$ cat src/rtl/mips_rf_pkg.sv
// Shared widths, write-request record and grant encoding for the register-file
// write arbiter and its round-robin sub-arbiter.
package mips_rf_pkg;

    localparam int DATA_W = 32;
    localparam int ADDR_W = 5;
    localparam logic [ADDR_W-1:0] ZERO_REG = 5'd0;

    typedef struct packed {
        logic [ADDR_W-1:0] dest;
        logic [DATA_W-1:0] data;
    } wb_req_t;

    typedef enum logic {
        GRANT_A = 1'b0,
        GRANT_B = 1'b1
    } grant_e;

    // Writes to $zero consume a slot but never reach the register file.
    function automatic logic is_live_dest(input logic [ADDR_W-1:0] d);
        return d != ZERO_REG;
    endfunction

endpackage

$ cat src/rtl/regfile_write_arbiter_if.sv
// Bundle of requester handshakes, register-file write port and read-hazard
// signals; slave is the arbiter side, master the writeback/regfile side.
interface regfile_write_arbiter_if;
    import mips_rf_pkg::*;

    logic              a_valid;
    logic              a_ready;
    logic [ADDR_W-1:0] a_dest;
    logic [DATA_W-1:0] a_data;
    logic              b_valid;
    logic              b_ready;
    logic [ADDR_W-1:0] b_dest;
    logic [DATA_W-1:0] b_data;

    logic              regwrite;
    logic [ADDR_W-1:0] dest;
    logic [DATA_W-1:0] write_data;

    logic [ADDR_W-1:0] address1;
    logic [ADDR_W-1:0] address2;
    logic              hazard1;
    logic              hazard2;
    logic              fwd1_valid;
    logic              fwd2_valid;
    logic [DATA_W-1:0] fwd1_data;
    logic [DATA_W-1:0] fwd2_data;

    modport slave (
        input  a_valid, a_dest, a_data, b_valid, b_dest, b_data, address1, address2,
        output a_ready, b_ready, regwrite, dest, write_data,
        output hazard1, hazard2, fwd1_valid, fwd2_valid, fwd1_data, fwd2_data
    );

    modport master (
        output a_valid, a_dest, a_data, b_valid, b_dest, b_data, address1, address2,
        input  a_ready, b_ready, regwrite, dest, write_data,
        input  hazard1, hazard2, fwd1_valid, fwd2_valid, fwd1_data, fwd2_data
    );

endinterface

$ cat src/rtl/regfile_write_arbiter_rr_arbiter2.sv
// Two-input round-robin arbiter: one-hot grant (bit0 = A, bit1 = B); the
// last-winner memory only moves on contested cycles and resets to B.
module rr_arbiter2
    import mips_rf_pkg::*;
(
    input  logic       clk,
    input  logic       reset,
    input  logic [1:0] i_req,
    output logic [1:0] o_grant
);

    grant_e r_last_grant;
    grant_e w_last_grant_next;

    always_ff @(posedge clk or posedge reset) begin
        if (reset) begin
            r_last_grant <= GRANT_B;
        end else begin
            r_last_grant <= w_last_grant_next;
        end
    end

    always_comb begin
        o_grant           = 2'b00;
        w_last_grant_next = r_last_grant;
        case (i_req)
            2'b01: o_grant = 2'b01;
            2'b10: o_grant = 2'b10;
            2'b11: begin
                if (r_last_grant == GRANT_B) begin
                    o_grant           = 2'b01;
                    w_last_grant_next = GRANT_A;
                end else begin
                    o_grant           = 2'b10;
                    w_last_grant_next = GRANT_B;
                end
            end
            default: o_grant = 2'b00;
        endcase
    end

endmodule

$ cat src/rtl/regfile_write_arbiter.sv
// Shares the register-file write port between ALU (A) and load (B) writeback via
// a one-stage write buffer, with RAW hazard flags; REGFILE_BYPASS_EN adds forwarding.
module regfile_write_arbiter
    import mips_rf_pkg::*;
#(
    parameter int CNT_W = 16
) (
    input  logic                    clk,
    input  logic                    reset,
    regfile_write_arbiter_if.slave  bus,
    output logic [CNT_W-1:0]        conflict_cnt
);

    logic [1:0]        w_req;
    logic [1:0]        w_grant;
    logic              w_xfer_a;
    logic              w_xfer_b;
    wb_req_t           w_win_req;
    logic              r_wb_valid;
    wb_req_t           r_wb;
    logic [CNT_W-1:0]  r_conflict_cnt;
    logic              w_wb_live;

    assign w_req = {bus.b_valid, bus.a_valid};

    rr_arbiter2 u_rr_arbiter2 (
        .clk     (clk),
        .reset   (reset),
        .i_req   (w_req),
        .o_grant (w_grant)
    );

    // Ready is held low while reset is asserted so nothing is accepted into a clearing buffer.
    assign bus.a_ready = w_grant[0] & ~reset;
    assign bus.b_ready = w_grant[1] & ~reset;
    assign w_xfer_a    = bus.a_valid & bus.a_ready;
    assign w_xfer_b    = bus.b_valid & bus.b_ready;

    always_comb begin
        w_win_req = '{dest: bus.a_dest, data: bus.a_data};
        if (w_xfer_b) begin
            w_win_req = '{dest: bus.b_dest, data: bus.b_data};
        end
    end

    always_ff @(posedge clk or posedge reset) begin
        if (reset) begin
            r_wb_valid <= 1'b0;
            r_wb       <= '0;
        end else begin
            r_wb_valid <= w_xfer_a | w_xfer_b;
            if (w_xfer_a | w_xfer_b) begin
                r_wb <= w_win_req;
            end
        end
    end

    assign w_wb_live      = r_wb_valid & is_live_dest(r_wb.dest);
    assign bus.regwrite   = w_wb_live;
    assign bus.dest       = r_wb.dest;
    assign bus.write_data = r_wb.data;

    always_ff @(posedge clk or posedge reset) begin
        if (reset) begin
            r_conflict_cnt <= '0;
        end else if (bus.a_valid && bus.b_valid && (r_conflict_cnt != {CNT_W{1'b1}})) begin
            r_conflict_cnt <= r_conflict_cnt + CNT_W'(1);
        end
    end

    assign conflict_cnt = r_conflict_cnt;

    logic [ADDR_W-1:0] w_rd_addr [2];
    logic [1:0]        w_hit;
    logic [1:0]        w_hazard;
    logic [1:0]        w_fwd_valid;
    logic [DATA_W-1:0] w_fwd_data [2];

    assign w_rd_addr[0] = bus.address1;
    assign w_rd_addr[1] = bus.address2;

    generate
        for (genvar gi = 0; gi < 2; gi++) begin : g_read_port
            assign w_hit[gi] = w_wb_live & (w_rd_addr[gi] == r_wb.dest);
`ifdef REGFILE_BYPASS_EN
            assign w_hazard[gi]    = 1'b0;
            assign w_fwd_valid[gi] = w_hit[gi];
            assign w_fwd_data[gi]  = w_hit[gi] ? r_wb.data : '0;
`else
            assign w_hazard[gi]    = w_hit[gi];
            assign w_fwd_valid[gi] = 1'b0;
            assign w_fwd_data[gi]  = '0;
`endif
        end
    endgenerate

    assign bus.hazard1    = w_hazard[0];
    assign bus.hazard2    = w_hazard[1];
    assign bus.fwd1_valid = w_fwd_valid[0];
    assign bus.fwd2_valid = w_fwd_valid[1];
    assign bus.fwd1_data  = w_fwd_data[0];
    assign bus.fwd2_data  = w_fwd_data[1];

endmodule

$ cat src/flat_wrapper.sv
// flat-port wrapper written by rule: the top's interface ports become plain ports
module regfile_write_arbiter_flat import mips_rf_pkg::*;
#(
    parameter int CNT_W = 16
)
  (clk, reset, conflict_cnt, bus_a_valid, bus_a_dest, bus_a_data, bus_b_valid, bus_b_dest, bus_b_data, bus_address1, bus_address2, bus_a_ready, bus_b_ready, bus_regwrite, bus_dest, bus_write_data, bus_hazard1, bus_hazard2, bus_fwd1_valid, bus_fwd2_valid, bus_fwd1_data, bus_fwd2_data);
  regfile_write_arbiter_if bus_i ();
  input  logic clk;
  input  logic reset;
  output logic [CNT_W-1:0] conflict_cnt;
  input wire logic [$bits(bus_i.a_valid)-1:0] bus_a_valid;
  input wire logic [$bits(bus_i.a_dest)-1:0] bus_a_dest;
  input wire logic [$bits(bus_i.a_data)-1:0] bus_a_data;
  input wire logic [$bits(bus_i.b_valid)-1:0] bus_b_valid;
  input wire logic [$bits(bus_i.b_dest)-1:0] bus_b_dest;
  input wire logic [$bits(bus_i.b_data)-1:0] bus_b_data;
  input wire logic [$bits(bus_i.address1)-1:0] bus_address1;
  input wire logic [$bits(bus_i.address2)-1:0] bus_address2;
  output wire logic [$bits(bus_i.a_ready)-1:0] bus_a_ready;
  output wire logic [$bits(bus_i.b_ready)-1:0] bus_b_ready;
  output wire logic [$bits(bus_i.regwrite)-1:0] bus_regwrite;
  output wire logic [$bits(bus_i.dest)-1:0] bus_dest;
  output wire logic [$bits(bus_i.write_data)-1:0] bus_write_data;
  output wire logic [$bits(bus_i.hazard1)-1:0] bus_hazard1;
  output wire logic [$bits(bus_i.hazard2)-1:0] bus_hazard2;
  output wire logic [$bits(bus_i.fwd1_valid)-1:0] bus_fwd1_valid;
  output wire logic [$bits(bus_i.fwd2_valid)-1:0] bus_fwd2_valid;
  output wire logic [$bits(bus_i.fwd1_data)-1:0] bus_fwd1_data;
  output wire logic [$bits(bus_i.fwd2_data)-1:0] bus_fwd2_data;
  assign bus_i.a_valid = bus_a_valid;
  assign bus_i.a_dest = bus_a_dest;
  assign bus_i.a_data = bus_a_data;
  assign bus_i.b_valid = bus_b_valid;
  assign bus_i.b_dest = bus_b_dest;
  assign bus_i.b_data = bus_b_data;
  assign bus_i.address1 = bus_address1;
  assign bus_i.address2 = bus_address2;
  assign bus_a_ready = bus_i.a_ready;
  assign bus_b_ready = bus_i.b_ready;
  assign bus_regwrite = bus_i.regwrite;
  assign bus_dest = bus_i.dest;
  assign bus_write_data = bus_i.write_data;
  assign bus_hazard1 = bus_i.hazard1;
  assign bus_hazard2 = bus_i.hazard2;
  assign bus_fwd1_valid = bus_i.fwd1_valid;
  assign bus_fwd2_valid = bus_i.fwd2_valid;
  assign bus_fwd1_data = bus_i.fwd1_data;
  assign bus_fwd2_data = bus_i.fwd2_data;
  regfile_write_arbiter #(.CNT_W(CNT_W)) u_core (.clk(clk), .reset(reset), .bus(bus_i), .conflict_cnt(conflict_cnt));
endmodule
$ cat config.mk
export PLATFORM = sky130hd
export DESIGN_NAME = regfile_write_arbiter_flat
export DESIGN_NICKNAME = d
export VERILOG_FILES = /design/src/rtl/mips_rf_pkg.sv /design/src/rtl/regfile_write_arbiter_if.sv /design/src/rtl/regfile_write_arbiter_rr_arbiter2.sv /design/src/rtl/regfile_write_arbiter.sv /design/src/flat_wrapper.sv
export SDC_FILE = /design/constraint.sdc
export NUM_CORES = 1
export LEC_CHECK = 0
export ABC_AREA = 1
export BUFFER_PORTS_ARGS = -buffer_cell sky130_fd_sc_hd__buf_2
export CORE_ASPECT_RATIO = 1.25
export CORE_UTILIZATION = 48
export CTS_BUF_LIST = sky130_fd_sc_hd__clkbuf_8
export CTS_CLUSTER_DIAMETER = 120
export CTS_CLUSTER_SIZE = 8
export DETAILED_ROUTE_END_ITERATION = 10
export MAX_ROUTING_LAYER = met4
export PLACE_DENSITY = 0.88
export RECOVER_POWER = 100
export SLEW_MARGIN = 25
export SYNTH_ARGS = -nofsm -noshare
export SYNTH_HDL_FRONTEND = slang
export SYNTH_SLANG_ARGS = --single-unit
$ cat constraint.sdc
create_clock -name clk -period 4.9 [get_ports clk]
set_clock_uncertainty 0.15 [all_clocks]
set_input_delay 0.49 -clock clk [delete_from_list [all_inputs] [get_ports clk]]
set_output_delay 0.49 -clock clk [all_outputs]
set_load 0.01 [all_outputs]
==> flow_metrics.py, run 1 <==
metrics = {
    "sta": {
        "rsz0062_at_grt": "false",
        "tns_ns": 0,
        "finalSetupViolations": 0,
        "worst_slew_pin_slew_ns": 2.177,
        "drv_slew": 76,
        "max_freq_ghz": 0.3019,
        "finalHoldViolations": 0,
        "timing.slew.headroom_pct": -45.51,
        "whs_ns": 0.2611,
        "fin_crit_ns": 3.312,
        "fin_crit_sh_pct": 67.60,
    },
    "pwr": {
        "leakagePower_nw": 1.984,
        "peakVddDrop_v": 0.0001540,
        "cellPowerDensity_nw_per_um2": 315.2,
        "p_total_mw": 1.240,
    },
    "hold_path": {
        "hp-class": "in2async",
    },
    "clocking": {
        "holdBufCountCts": 0,
        "ctsHtreeMaxLevel": 2,
        "cts_tree": "yes",
        "max-clock-path-buffers": 2,
        "root_buffer": "clkbuf_8",
        "clk_latency_ns": 0.30,
        "cts_buffers": 5,
        "cts_setup_buffers": 0,
        "post_cts_resize_count": 0,
        "clock_sinks": 55,
        "path_clk_slew_ns": 0.10,
    },
    "route": {
        "drt-total-wl_microns": 7882,
        "postRouteAntennaNets": 0,
        "drtPass1Iterations": 4,
        "vias": 3214,
        "vias_per_cell": 4.713,
        "remaining_drc_errors": 0,
        "drtIter0Drc": 128,
        "routedWlPerCell_microns": 11.56,
    },
    "layout": {
        "layout_common_cells": "147 x nand2_1, 88 x buf_2, 66 x conb_1",
        "fill_cells": 736,
        "area_delta_synth_final_pct": 14.04,
        "utilization_pct": 56.38,
        "final_area_sq_um": 3934,
        "fin_nets": 680,
        "diodes": 0,
        "final_common_cell": "nand2_1",
        "drive_gt1_share_pct": 18.41,
    },
    "yosys": {
        "synth_seq_cells": 55,
        "yosysSeqAreaShare_pct": 39.93,
        "ys_warn_count": 0,
        "synth_area_sq_um": 3450,
        "yosys.area.top_type_share_pct": 39.17,
        "ys_top_cells_by_area": "dfrtp_1 39%, nand2_1 16%, buf_4 14%",
        "syn_area_per_cell_sq_um": 7.581,
        "synthCells": 455,
        "synth_area_leader_cell": "dfrtp_1",
        "ys_types": 27,
    },
    "placed_design": {
        "placement.cell_area_sq_um": 3968,
        "hpwl_microns": 6176,
        "gp_congestion": 0.8710,
        "port_buffers": 145,
    },
    "worst_setup_path": {
        "max_stage_delay_ns": 1.57,
        "cpMostUsedCell": "nand2_1",
        "worstReg2RegEnd": "u_core.conflict_cnt[2]",
        "reg2reg_from": "u_core.conflict_cnt[0]",
        "cp_max_fo": 75,
        "reg2reg_depth": 6,
        "critical_path_arrival_ns": 3.26,
        "critPathLaunchType": "input pin",
        "rrSetupSlack_ns": 2.31,
        "end_kind": "register",
        "crit_required_ns": 4.85,
        "cpMaxStageDelayCell": "nand2_1",
        "crit_chain": "buf_2, inv_1, buf_4, nand2_1, nand2_1, a31oi_1",
        "critPathKind": "in2reg",
        "cp.buffers_inverters": 3,
        "critPathTopFamily": "simple AND/OR/NAND/NOR gates",
    },
    "floorplan": {
        "initial_core_util_pct": 49.44,
        "die_x_microns": 77.83,
        "io_pins": 212,
        "die_h_microns": 96.78,
        "rows": 34,
        "dieArea_sq_um": 7532,
        "fp.coreArea_sq_um": 6977,
    },
    "flow_run": {
        "maxCapViolations": 1,
    },
    "grt": {
        "antenna_found_initial": 0,
        "grt_start_max_net_pins": 76,
        "grt_util_all_layers_pct": 21.97,
        "grt_overflow": 0,
        "grt_pass1_wl_microns": 12820,
        "grt_pass1_vias": 2922,
    },
    "status": {
        "violations": "max-capacitance violations, max-slew violations",
        "status": "finished with violations",
    },
}
through the flow:
stage,instances,setup WS [ns]
2_1_floorplan,520,1.966
3_3_place_gp,674,2.079
3_5_place_dp,674,2.092
4_1_cts,682,1.964
5_1_grt,682,1.098
6_report,682,1.588
flip-flops by register name, indices dropped and copies added (netlist names):
signal                             flops
u_core.bus.dest                        5
u_core.bus.write_data                 32
u_core.conflict_cnt                   16
u_core.r_wb_valid                      1
u_core.u_rr_arbiter2.r_last_grant      1
worst min-delay path, cell delays in order:
cell   delay [ns]
buf_2        0.09
inv_1        0.06
buf_4        0.57
kinds of logic after synthesis:
| logic type | after synthesis | synth area share (%) |
|---|---|---|
| xor gates and xnor gates | 14 | 3.555 |
| and+or+nand+nor | 227 | 26.66 |
| AOI/OAI and AO/OA | 52 | 9.866 |
| other | 1 | 0.1087 |
| adders and majority gates | 1 | 0.3627 |
| DFF | 55 | 39.93 |
| buffers and inverters | 105 | 19.51 |
report_power, final:
group | total (mW) | internal, mW | switching (mW)
clock network | 0.242 | 0.0983 | 0.143
registers | 0.615 | 0.537 | 0.0779
logic | 0.383 | 0.141 | 0.242
total | 1.24 | 0.777 | 0.463
synth_stat cells, drive strengths merged:
| cell type | count |
|---|---|
| buf | 81 |
| dfstp | 1 |
| xor2 | 5 |
| inv | 21 |
| clkbuf | 3 |
| dfrtp | 54 |
| a21oi | 1 |
| a31oi | 37 |
| nand2 | 155 |
| xnor2 | 9 |
| ha | 1 |
| nor2 | 57 |
| o21ai | 14 |
| nand4 | 5 |
| conb | 1 |
| nor3 | 3 |
| nand3 | 7 |
how the worst max path moves through the flow:
stage               cells after the start  slack, ns                               from                         to
CTS                                     5       1.96  u_core.u_rr_arbiter2.r_last_grant                bus_b_ready
global placement                        7       2.08                              reset   u_core.bus.write_data[6]
floorplan                               4       1.97                              reset                bus_b_ready
global route                            7       1.10                              reset         u_core.bus.dest[3]
detailed placement                      6       2.09                        bus_a_valid                bus_b_ready
finish                                  6       1.59                              reset  u_core.bus.write_data[15]
layer usage:
layer  wire [microns]  part of all wire (%)  global-route usage [%]
met1             3271                    41                   26.46
met2             3967                    50                   37.10
met3              490                   6.2                   3.396
met4              151                   1.9                   7.692
met5                0                     0                       -
final cells by class:
| cell class | count | area, sq um | area share (%) |
|---|---|---|---|
| multi-input cells | 360 | 1607 | 40.84 |
| flip-flops and latches | 55 | 1378 | 35.02 |
| repair buffers | 148 | 673.1 | 17.11 |
| well taps | 90 | 112.6 | 2.863 |
| inverters | 21 | 78.83 | 2.004 |
| clock buffers | 5 | 68.82 | 1.749 |
| clock inverters | 3 | 16.27 | 0.4135 |
Note: power is estimated with default switching activity, not from simulation.
==> run 2, diff against run 1 <==
--- a/config.mk
+++ b/config.mk
@@ -8,13 +8,13 @@
 export ABC_AREA = 1
 export BUFFER_PORTS_ARGS = -buffer_cell sky130_fd_sc_hd__buf_2
 export CORE_ASPECT_RATIO = 1.25
-export CORE_UTILIZATION = 48
+export CORE_UTILIZATION = 45
 export CTS_BUF_LIST = sky130_fd_sc_hd__clkbuf_8
 export CTS_CLUSTER_DIAMETER = 120
 export CTS_CLUSTER_SIZE = 8
 export DETAILED_ROUTE_END_ITERATION = 10
 export MAX_ROUTING_LAYER = met4
-export PLACE_DENSITY = 0.88
+export PLACE_DENSITY = 0.83
 export RECOVER_POWER = 100
 export SLEW_MARGIN = 25
 export SYNTH_ARGS = -nofsm -noshare
==> constraint.sdc (replaced) <==
create_clock -name clk -period 3.4 [get_ports clk]
set_clock_uncertainty 0.15 [all_clocks]
set_input_delay 0.34 -clock clk [delete_from_list [all_inputs] [get_ports clk]]
set_output_delay 0.34 -clock clk [all_outputs]
set_load 0.01 [all_outputs]
==> flow_metrics.py, run 2 (synthesized netlist as in run 1, its figures left out) <==
metrics = {
    "sta": {
        "timing.slew.headroom_pct": 10.01,
        "finalHoldViolations": 0,
        "finalSetupViolations": 0,
        "fin_crit_sh_pct": 78.49,
        "drv_slew": 0,
        "rsz0062_at_grt": "false",
        "fin_crit_ns": 2.669,
        "tns_ns": 0,
        "max_freq_ghz": 0.3747,
        "worst_slew_pin_slew_ns": 1.350,
    },
    "clocking": {
        "clock_sinks": 55,
        "root_buffer": "clkbuf_8",
        "post_cts_resize_count": 0,
        "path_clk_slew_ns": 0.10,
        "cts_tree": "yes",
        "ctsHtreeMaxLevel": 2,
        "max-clock-path-buffers": 2,
        "cts_buffers": 5,
        "clk_latency_ns": 0.30,
    },
    "floorplan": {
        "io_pins": 212,
        "die_h_microns": 99.89,
        "rows": 35,
        "fp.coreArea_sq_um": 7401,
        "initial_core_util_pct": 46.61,
        "dieArea_sq_um": 8022,
        "die_x_microns": 80.31,
    },
    "pwr": {
        "power_frac_comb_pct": 29.4,
        "leakagePower_nw": 2.001,
        "switchingPower_uw": 669.8,
        "switching_share_pct": 36.05,
        "cellPowerDensity_nw_per_um2": 467.9,
        "clock_power_share_pct": 22.9,
        "peakVddDrop_v": 0.0002323,
        "p_seq_share_pct": 47.8,
        "p_int_mw": 1.188,
    },
    "worst_setup_path": {
        "critical_path_arrival_ns": 2.66,
        "rrSetupSlack_ns": 0.73,
        "reg2reg_depth": 6,
        "crit_required_ns": 3.39,
        "reg2reg_from": "u_core.conflict_cnt[0]",
        "cp_max_fo": 10,
        "critPathKind": "reg2reg",
        "worstReg2RegEnd": "u_core.conflict_cnt[2]",
        "critPathLaunchType": "register",
        "end_kind": "register",
    },
    "route": {
        "drt-total-wl_microns": 8096,
        "vias": 3210,
        "postRouteAntennaNets": 0,
        "vias_per_cell": 4.679,
        "routedWlPerCell_microns": 11.80,
        "drtIter0Drc": 134,
        "drtPass1Iterations": 4,
        "remaining_drc_errors": 0,
    },
    "placed_design": {
        "port_buffers": 145,
        "hpwl_microns": 6256,
        "gp_congestion": 0.8556,
    },
    "hold_path": {
        "min_path_cells": 3,
        "hold-path-endpoint": "u_core.bus.write_data[4]",
        "hp-class": "in2reg",
        "hp-start": "bus_b_data[4]",
    },
    "status": {
        "status": "completed",
    },
    "grt": {
        "grt_pass1_vias": 2890,
        "grt_util_all_layers_pct": 21.22,
        "grt_pass1_wl_microns": 12960,
        "antenna_found_initial": 0,
        "grt_overflow": 0,
        "grt_start_max_net_pins": 55,
    },
    "flow_run": {
        "maxCapViolations": 0,
    },
    "layout": {
        "final_common_cell": "nand2_1",
        "layout_common_cells": "146 x nand2_1, 87 x buf_2, 66 x conb_1",
        "utilization_pct": 53.66,
        "largest_reg_flops": 32,
        "area_delta_synth_final_pct": 15.13,
        "fin_nets": 683,
        "drive_gt1_share_pct": 18.35,
        "diodes": 0,
    },
}
## run 2: worst max-delay path by stage
| stage | from | end | depth (start not counted) |
|---|---|---|---|
| 2_1_floorplan | reset | bus_b_ready | 4 |
| 3_3_place_gp | reset | u_core.bus.write_data[23] | 8 |
| 3_5_place_dp | reset | u_core.bus.write_data[9] | 8 |
| 4_1_cts | reset | bus_b_ready | 7 |
| 5_1_grt | u_core.conflict_cnt[0] | u_core.conflict_cnt[2] | 6 |
| 6_report | u_core.conflict_cnt[0] | u_core.conflict_cnt[2] | 6 |
## run 2: per-layer routing
metal  share of wire [%]  routed length (microns)  global-route usage, %
met5                   0                        0                      -
met4                 1.1                       89                  5.082
met3                 6.9                      561                  4.545
met2                  52                     4179                  38.33
met1                  40                     3265                  23.59
## run 2: final cells by class
cell class / count / area (sq um)
Clock buffer: 5 / 68.82
Clock inverter: 2 / 33.78
Fill cell: 775 / 3430
Inverter: 21 / 78.83
Multi-Input combinational cell: 360 / 1605
Sequential cell: 55 / 1378
Tap cell: 92 / 115.1
Timing Repair Buffer: 151 / 691.9
## run 2: metrics by stage
stage | power [mW] | cells | instance area, sq um | setup slack (ns) | hold slack [ns]
6_report | 1.858 | 686 | 3971 | 0.7312 | 0.1245
3_5_place_dp | 1.493 | 678 | 3980 | 1.185 | 0.06492
5_1_grt | 1.991 | 686 | 3971 | 0.4855 | 0.1186
3_3_place_gp | 1.465 | 678 | 3980 | 1.315 | 0.06569
2_1_floorplan | 1.304 | 520 | 3694 | 0.7662 | 0.3330
4_1_cts | 1.915 | 686 | 4093 | 0.7542 | 0.1182
## run 2: critical path: stages, from the launching register on
cell and delay (ns):
dfrtp_1 0.44, ha_1 0.31, clkinv_1 0.10, nor2_1 0.27, nand2_4 0.09, o21ai_0 0.94
o21ai_0 0.20
## run 2: timing repair
action,in CTS,in global routing
endpoints found under the hold margin,1,0
hold buffers,1,0
buffers inserted,0,0
## run 2: power by group through the flow
| stage | sequential, mW | clock [mW] | combinational, mW |
|---|---|---|---|
| 2_1_floorplan | 0.929 | 0 | 0.375 |
| 3_3_place_gp | 0.887 | 0 | 0.578 |
| 3_5_place_dp | 0.897 | 0 | 0.596 |
| 4_1_cts | 0.884 | 0.433 | 0.598 |
| 5_1_grt | 0.904 | 0.462 | 0.625 |
| 6_report | 0.888 | 0.425 | 0.546 |
